**config.mk**
```make
export PLATFORM = sky130hd
export DESIGN_NAME = subckt_sweep_ctrl
export DESIGN_NICKNAME = d
export VERILOG_FILES = /design/src/rtl/subckt_sweep_ctrl.sv
export SDC_FILE = /design/constraint.sdc
export NUM_CORES = 1
export LEC_CHECK = 0
export ABC_CLOCK_PERIOD_IN_PS = 3640
export CAP_MARGIN = 20
export CORE_UTILIZATION = 35
export DETAILED_ROUTE_END_ITERATION = 7
export PLACE_DENSITY_LB_ADDON = 0.1
export SLEW_MARGIN = 20
export SYNTH_ARGS = -nofsm -noshare
export SYNTH_HDL_FRONTEND = slang
export SYNTH_SLANG_ARGS = --single-unit
```
**constraint.sdc**
```tcl
create_clock -name clk -period 3.64 [get_ports clk]
set_input_delay 0.728 -clock clk [delete_from_list [all_inputs] [get_ports clk]]
set_output_delay 0.728 -clock clk [all_outputs]
set_load 0.01 [all_outputs]
```
**src/rtl/subckt_sweep_ctrl.sv**
```systemverilog
// subckt_sweep_ctrl: exhaustive input sweeper for power characterisation
// of a small combinational sub-circuit (binary/Gray order, settle, stats).
//
// Ports:
//   clk, rst_n       clock, async active-low reset
//   start, abort     host control (start in IDLE, abort while busy)
//   gray_mode        1 = Gray code order, latched at start
//   rep_count        sweeps per run, latched at start (0 acts as 1)
//   vec_out          registered stimulus to the sub-circuit
//   resp_in          sub-circuit response
//   busy, done       run in progress / one-cycle completion pulse
//   ones_cnt         samples with resp_in = 1
//   out_tog_cnt      response changes between consecutive samples
//   in_tog_cnt       stimulus bit flips during the run
//   signature        response signature
module subckt_sweep_ctrl #(
  parameter int              NUM_IN     = 4,
  parameter int              CNT_W      = 16,
  parameter int              SIG_W      = 16,
  parameter logic [SIG_W-1:0] POLY      = 16'h1021,
  parameter int              SETTLE_CYC = 1
) (
  input  logic              clk,
  input  logic              rst_n,
  input  logic              start,
  input  logic              abort,
  input  logic              gray_mode,
  input  logic [7:0]        rep_count,
  output logic [NUM_IN-1:0] vec_out,
  input  logic              resp_in,
  output logic              busy,
  output logic              done,
  output logic [CNT_W-1:0]  ones_cnt,
  output logic [CNT_W-1:0]  out_tog_cnt,
  output logic [CNT_W-1:0]  in_tog_cnt,
  output logic [SIG_W-1:0]  signature
);

  typedef enum logic [1:0] {
    IDLE   = 2'd0,
    SETTLE = 2'd1,
    SAMPLE = 2'd2,
    DONE   = 2'd3
  } state_t;

  localparam int SCW =
    (SETTLE_CYC > 1) ? $clog2(SETTLE_CYC) : 1;
  localparam logic [SCW-1:0] SET_INIT =
    SCW'(SETTLE_CYC - 1);
  localparam logic [NUM_IN-1:0] IDX_LAST = '1;
  localparam logic [CNT_W-1:0]  CNT_MAX  = '1;

  state_t state_q;
  state_t state_d;

  logic              gray_q;
  logic [7:0]        rep_q;
  logic [7:0]        sweep_q;
  logic [NUM_IN-1:0] idx_q;
  logic [SCW-1:0]    set_q;
  logic [NUM_IN-1:0] vec_q;
  logic [CNT_W-1:0]  ones_q;
  logic [CNT_W-1:0]  otog_q;
  logic [CNT_W-1:0]  itog_q;
  logic [SIG_W-1:0]  sig_q;
  logic              prev_q;
  logic              first_q;
  logic              busy_q;
  logic              done_q;

  function automatic logic [3:0] popcnt(
    input logic [NUM_IN-1:0] v
  );
    logic [3:0] c;
    c = '0;
    for (int i = 0; i < NUM_IN; i++)
      c = c + {3'd0, v[i]};
    return c;
  endfunction

  logic [NUM_IN-1:0] idx_nx;
  logic [NUM_IN-1:0] code_nx;
  logic [3:0]        flips;
  logic [CNT_W:0]    itog_sum;
  logic [CNT_W-1:0]  itog_sat;
  logic [CNT_W-1:0]  ones_nx;
  logic [CNT_W-1:0]  otog_nx;
  logic              tog_hit;
  logic [SIG_W-1:0]  sig_fb;
  logic [SIG_W-1:0]  sig_nx;
  logic              last_vec;
  logic              idx_wrap;
  logic              set_zero;
  logic              active;

  logic do_start;
  logic do_settle;
  logic do_sample;
  logic do_abort;

  assign active   = (state_q == SETTLE) ||
                    (state_q == SAMPLE);
  assign set_zero = (set_q == '0);
  assign idx_wrap = (idx_q == IDX_LAST);
  assign last_vec = idx_wrap &&
                    (sweep_q == rep_q - 8'd1);

  assign idx_nx  = idx_q + NUM_IN'(1);
  assign code_nx = gray_q ? (idx_nx ^ (idx_nx >> 1))
                          : idx_nx;
  assign flips   = popcnt(vec_q ^ code_nx);

  // Widen by one bit so the carry flags saturation.
  assign itog_sum = {1'b0, itog_q} +
                    (CNT_W + 1)'(flips);
  assign itog_sat = itog_sum[CNT_W] ? CNT_MAX
                                    : itog_sum[CNT_W-1:0];

  assign ones_nx = (resp_in && (ones_q != CNT_MAX))
                   ? ones_q + CNT_W'(1) : ones_q;

  // No toggle can be seen on the run's first sample.
  assign tog_hit = !first_q && (resp_in != prev_q);
  assign otog_nx = (tog_hit && (otog_q != CNT_MAX))
                   ? otog_q + CNT_W'(1) : otog_q;

  assign sig_fb = sig_q[SIG_W-1] ? POLY : '0;
  assign sig_nx = {sig_q[SIG_W-2:0], 1'b0} ^ sig_fb ^
                  {{(SIG_W-1){1'b0}}, resp_in};

  assign do_start  = (state_q == IDLE) && start;
  assign do_abort  = active && abort;
  assign do_settle = (state_q == SETTLE) && !abort &&
                     !set_zero;
  assign do_sample = (state_q == SAMPLE) && !abort;

  always_ff @(posedge clk or negedge rst_n) begin
    if (!rst_n) state_q <= IDLE;
    else        state_q <= state_d;
  end

  always_comb begin
    state_d = state_q;
    unique case (state_q)
      IDLE: begin
        if (start) state_d = SETTLE;
      end
      SETTLE: begin
        if (abort)         state_d = IDLE;
        else if (set_zero) state_d = SAMPLE;
      end
      SAMPLE: begin
        if (abort)         state_d = IDLE;
        else if (last_vec) state_d = DONE;
        else               state_d = SETTLE;
      end
      DONE: begin
        state_d = IDLE;
      end
      default: begin
        state_d = IDLE;
      end
    endcase
  end

  always_ff @(posedge clk or negedge rst_n) begin
    if (!rst_n) begin
      gray_q  <= 1'b0;
      rep_q   <= 8'd1;
      sweep_q <= '0;
      idx_q   <= '0;
      set_q   <= '0;
      vec_q   <= '0;
      ones_q  <= '0;
      otog_q  <= '0;
      itog_q  <= '0;
      sig_q   <= '0;
      prev_q  <= 1'b0;
      first_q <= 1'b1;
      busy_q  <= 1'b0;
      done_q  <= 1'b0;
    end else begin
      done_q <= 1'b0;
      unique case (1'b1)
        do_start: begin
          gray_q  <= gray_mode;
          rep_q   <= (rep_count == 8'd0) ? 8'd1
                                         : rep_count;
          sweep_q <= '0;
          idx_q   <= '0;
          set_q   <= SET_INIT;
          vec_q   <= '0;
          ones_q  <= '0;
          otog_q  <= '0;
          itog_q  <= '0;
          sig_q   <= '0;
          prev_q  <= 1'b0;
          first_q <= 1'b1;
          busy_q  <= 1'b1;
        end
        do_abort: begin
          busy_q <= 1'b0;
        end
        do_settle: begin
          set_q <= set_q - SCW'(1);
        end
        do_sample: begin
          ones_q  <= ones_nx;
          otog_q  <= otog_nx;
          sig_q   <= sig_nx;
          prev_q  <= resp_in;
          first_q <= 1'b0;
          if (last_vec) begin
            busy_q <= 1'b0;
            done_q <= 1'b1;
          end else begin
            idx_q  <= idx_nx;
            if (idx_wrap)
              sweep_q <= sweep_q + 8'd1;
            vec_q  <= code_nx;
            itog_q <= itog_sat;
            set_q  <= SET_INIT;
          end
        end
        default: begin
        end
      endcase
    end
  end

  assign vec_out     = vec_q;
  assign busy        = busy_q;
  assign done        = done_q;
  assign ones_cnt    = ones_q;
  assign out_tog_cnt = otog_q;
  assign in_tog_cnt  = itog_q;
  assign signature   = sig_q;

endmodule
```
==> metrics.log <==
[metrics] Worst setup EP type: register
[metrics] number of port buffers: just over 80
[metrics] Worst Path Max Fanout: 7
[metrics] met1 track utilization from global routing: 0.239
[metrics] startpoint type of the worst setup path: register
[metrics] Power Density: roughly 470 nW/um^2
[metrics] number of distinct library cells after synthesis: 60
[metrics] number of nets in the finished design: 642
[metrics] count of clock tree sinks: 95
[metrics] total global-route track usage: 0.181
[metrics] FF-to-FF Start: idx_q[0]$_DFFE_PN0P_
[metrics] placer congestion estimate: roughly 0.8
[metrics] routed via count divided by cell count: roughly 5.4
[metrics] hpwl dp: approximately 8800 um
[metrics] deepest clock path buffer count: 2
[metrics] initial core utilization: 0.362
[metrics] mapped cell area: between 5000 and 6000 sq um
[metrics] top post-synthesis cells by area: sky130_fd_sc_hd__dfrtp_1 46%, sky130_fd_sc_hd__xnor2_1 5.0%, sky130_fd_sc_hd__nand2_1 3.9%
[metrics] headroom to the max-slew limit: 0.499
[metrics] Chip Width: roughly 120 um
[metrics] net count of the mapped netlist: 552
[metrics] standby leakage power: around 2.7 nW
[metrics] most congested layer reported by global routing: met2
[metrics] number of global-route vias before repair: 4207
[metrics] post-DR wirelength/cell: 16.1 um
[metrics] final critical delay including setup and external delays: about 3.5 ns
[metrics] initial antenna violation count: 0
[metrics] most common cell after layout, fill and taps aside: sky130_fd_sc_hd__dfrtp_1
[metrics] Total Routed Length: around 13000 um
[metrics] setup repair after global routing missed its margin: yes
[metrics] Yosys warning count: 0
[metrics] floorplan die area: between 15000 and 20000 sq um
[metrics] critical path start-end classification: register to register
[metrics] fraction of final layout cells with drive strength greater than 1: 0.131
[metrics] most area-hungry cell type in the Yosys netlist: sky130_fd_sc_hd__dfrtp_1
[metrics] H-tree Lvls: 3
[metrics] Hold Vio Cnt, Final: 0
[metrics] insertion delay of the later-clocked pin in the worst-skew pair: 0.35 ns
[metrics] Layout area overhead: 29.6%
[metrics] CTS tree: done
[metrics] DRC Markers: 0
[metrics] transition time of the tightest slew-check pin: between 0.7 and 0.8 ns
[metrics] Tcrit/Tclk final: 0.957
[metrics] ys async rst share: 1.00
[metrics] pin count of the biggest net entering global routing: a little over 50
[metrics] area share of the largest cell type after synthesis: 0.458
[metrics] mean cell area of the mapped netlist: about 9.7 sq um
[metrics] Worst R2R Path Depth: 16
[metrics] Max Cap Viol: 0
[metrics] Final Max Tran Viols: 0
[metrics] I/O pins: 84
[metrics] remaining global-route overflow: 0
[metrics] final setup margin: 0.157 ns
[metrics] r2r setup slk: ~0.16 ns
[metrics] wire length of the first global-routing pass: ~21000 um
[metrics] total via count after detailed routing: between 4000 and 5000
[metrics] Critical Path Source: idx_q[0]$_DFFE_PN0P_
[metrics] path category of the worst min-delay check: input port to asynchronous set/reset pin
[metrics] post-synthesis register bit count: 95
[metrics] Fmax achieved: about 0.29 GHz
[metrics] Max VDD drop: 0.000272 V
[metrics] Setup TNS Final: 0 ns
[metrics] length of the first detailed-routing pass in iterations: 7
[metrics] share of synthesized area occupied by flip-flops and latches: 0.468
[metrics] result of the run: completed
[metrics] drt first-iter violations: 206
[metrics] post-synthesis instance total: 525
[metrics] clock-pin slew reported for the worst setup and hold paths after clock tree synthesis: roughly 0.070 ns
[metrics] standard cell core area: between 10000 and 15000 sq um
[metrics] top library cells by usage in the layout, fill and taps aside: 92 x sky130_fd_sc_hd__dfrtp_1, 82 x sky130_fd_sc_hd__clkdlybuf4s50_1, 51 x sky130_fd_sc_hd__nand2_1
[metrics] reg-to-reg critical path endpoint: in_tog_cnt[5]$_DFFE_PN0P_
[metrics] capture point of the critical path: in_tog_cnt[5]$_DFFE_PN0P_
[metrics] CTS buffer count: 9
[metrics] global-route met3 utilization: 0.0390
[metrics] number of rows created at floorplan: 43
[metrics] hold-fix buffer count after cts: 0
[metrics] ANT cells: 0
[metrics] required time of the worst setup path: 3.91 ns
[metrics] Die Span Y: about 120 um
[metrics] post-route ant nets: 0
[metrics] count of flip-flops with a built-in enable after synthesis: 0
[metrics] commonest register cell after synthesis: sky130_fd_sc_hd__dfrtp_1
[metrics] data arrival time at the worst-slack endpoint: roughly 3.8 ns
[metrics] Post-Place Setup Slack: -0.0562 ns
[metrics] clock root buffer master: sky130_fd_sc_hd__clkbuf_16
[metrics] global routing met2 resource utilization: 0.287
[metrics] final setup violation count: 0
[metrics] Post-Route Skew: about 0.0083 ns
[synthesized netlist by cell type, types with 5 or more instances]
cell type	number
sky130_fd_sc_hd__clkbuf_1	13
sky130_fd_sc_hd__a21oi_1	19
sky130_fd_sc_hd__nand3_1	29
sky130_fd_sc_hd__nand2_1	53
sky130_fd_sc_hd__inv_1	18
sky130_fd_sc_hd__mux2i_1	10
sky130_fd_sc_hd__xnor2_1	29
sky130_fd_sc_hd__nor3_1	16
sky130_fd_sc_hd__nand4_1	16
sky130_fd_sc_hd__xor2_1	9
sky130_fd_sc_hd__o21ai_0	32
sky130_fd_sc_hd__ha_1	10
sky130_fd_sc_hd__and2_1	6
sky130_fd_sc_hd__a22o_1	13
sky130_fd_sc_hd__and3_1	16
sky130_fd_sc_hd__nor2_1	38
sky130_fd_sc_hd__buf_2	5
sky130_fd_sc_hd__dfrtp_1	93
sky130_fd_sc_hd__mux2_2	8
sky130_fd_sc_hd__nor4_1	10
[sequential cells by signal, summed over array words and instances (netlist names), 2 cells and up]
signal	flops
vec_out	3
ones_cnt	16
sweep_q	8
in_tog_cnt	16
idx_q	4
state_q	2
rep_q	8
out_tog_cnt	16
signature	16
[per-stage QoR]
stage	total power [W]	cell area (sq um)	util	std cells	hold WS, ns
floorplan	0.00189	5080	-	525	0.432
global placement	0.00222	6160	0.439	781	0.485
detailed placement	0.00225	6160	0.439	781	0.485
CTS	0.00315	6440	0.459	797	0.421
global route	0.00333	6590	0.469	800	0.441
finish	0.00311	6590	0.469	800	0.399
[repair_timing]
item | in CTS | in global routing
resized for setup | 3 | 32
pin swaps | 0 | 18
gates cloned | 0 | 0
setup buffers | 0 | 3
endpoints found under the setup margin | 5 | 15
[how the worst min path moves through the flow]
| stage | startpoint | endpoint | slack (ns) | cells past startpoint |
|---|---|---|---|---|
| after floorplan | rst_n | busy$_DFFE_PN0P_ | 0.43 | 0 |
| after global placement | prev_q$_DFFE_PN0P_ | prev_q$_DFFE_PN0P_ | 0.49 | 2 |
| after detailed placement | prev_q$_DFFE_PN0P_ | prev_q$_DFFE_PN0P_ | 0.49 | 2 |
| after CTS | rst_n | rep_q[2]$_DFFE_PN0P_ | 0.42 | 1 |
| after global routing | rst_n | idx_q[2]$_DFFE_PN0P_ | 0.44 | 1 |
| final | rst_n | rep_q[2]$_DFFE_PN0P_ | 0.40 | 1 |
[metal layers]
| metal | share of wire | vias up | wire length (um) |
|---|---|---|---|
| met2 | 0.48 | 88 | 6100 |
| met5 | 0 | - | 0 |
| li1 | - | 2077 | - |
| met1 | 0.47 | 2139 | 6040 |
| met3 | 0.040 | 15 | 509 |
| met4 | 0.014 | 0 | 184 |
[power breakdown]
part / internal, W / total (W) / switching, W
Sequential: 0.00117 / 0.00131 / 0.000136
Clock: 0.000465 / 0.000879 / 0.000414
Combinational: 0.000400 / 0.000921 / 0.000521
[critical path, stage by stage, from the launching register on]
cell	delay, ns
sky130_fd_sc_hd__dfrtp_1	0.41
sky130_fd_sc_hd__nand3_2	0.10
sky130_fd_sc_hd__xnor2_1	0.16
sky130_fd_sc_hd__nand2_1	0.11
sky130_fd_sc_hd__xnor2_2	0.24
sky130_fd_sc_hd__xnor2_2	0.12
sky130_fd_sc_hd__fa_1	0.51
sky130_fd_sc_hd__fa_2	0.39
sky130_fd_sc_hd__inv_2	0.06
sky130_fd_sc_hd__fa_2	0.19
sky130_fd_sc_hd__and3_4	0.18
sky130_fd_sc_hd__and4_4	0.23
sky130_fd_sc_hd__buf_6	0.12
sky130_fd_sc_hd__nand3_2	0.09
sky130_fd_sc_hd__nor2_4	0.22
sky130_fd_sc_hd__o21ai_1	0.08
sky130_fd_sc_hd__o211ai_1	0.18
[cell type report]
class / count / area (sq um)
Fill cell: 1353 / 7450
Multi-Input combinational cell: 387 / 2650
Sequential cell: 95 / 2380
Timing Repair Buffer: 104 / 1010
Clock buffer: 11 / 233
Tap cell: 180 / 225
Inverter: 18 / 67.6
Clock inverter: 5 / 32.5
[kinds of logic after synthesis]
kind of cell | after synthesis | synth area share
compound gates | 107 | 0.144
flops | 95 | 0.468
xor+xnor | 38 | 0.0655
simple gates | 211 | 0.210
fa+ha+maj | 13 | 0.0364
mux | 18 | 0.0374
buf+inv | 43 | 0.0389
Power figures use the tool's default switching activity.
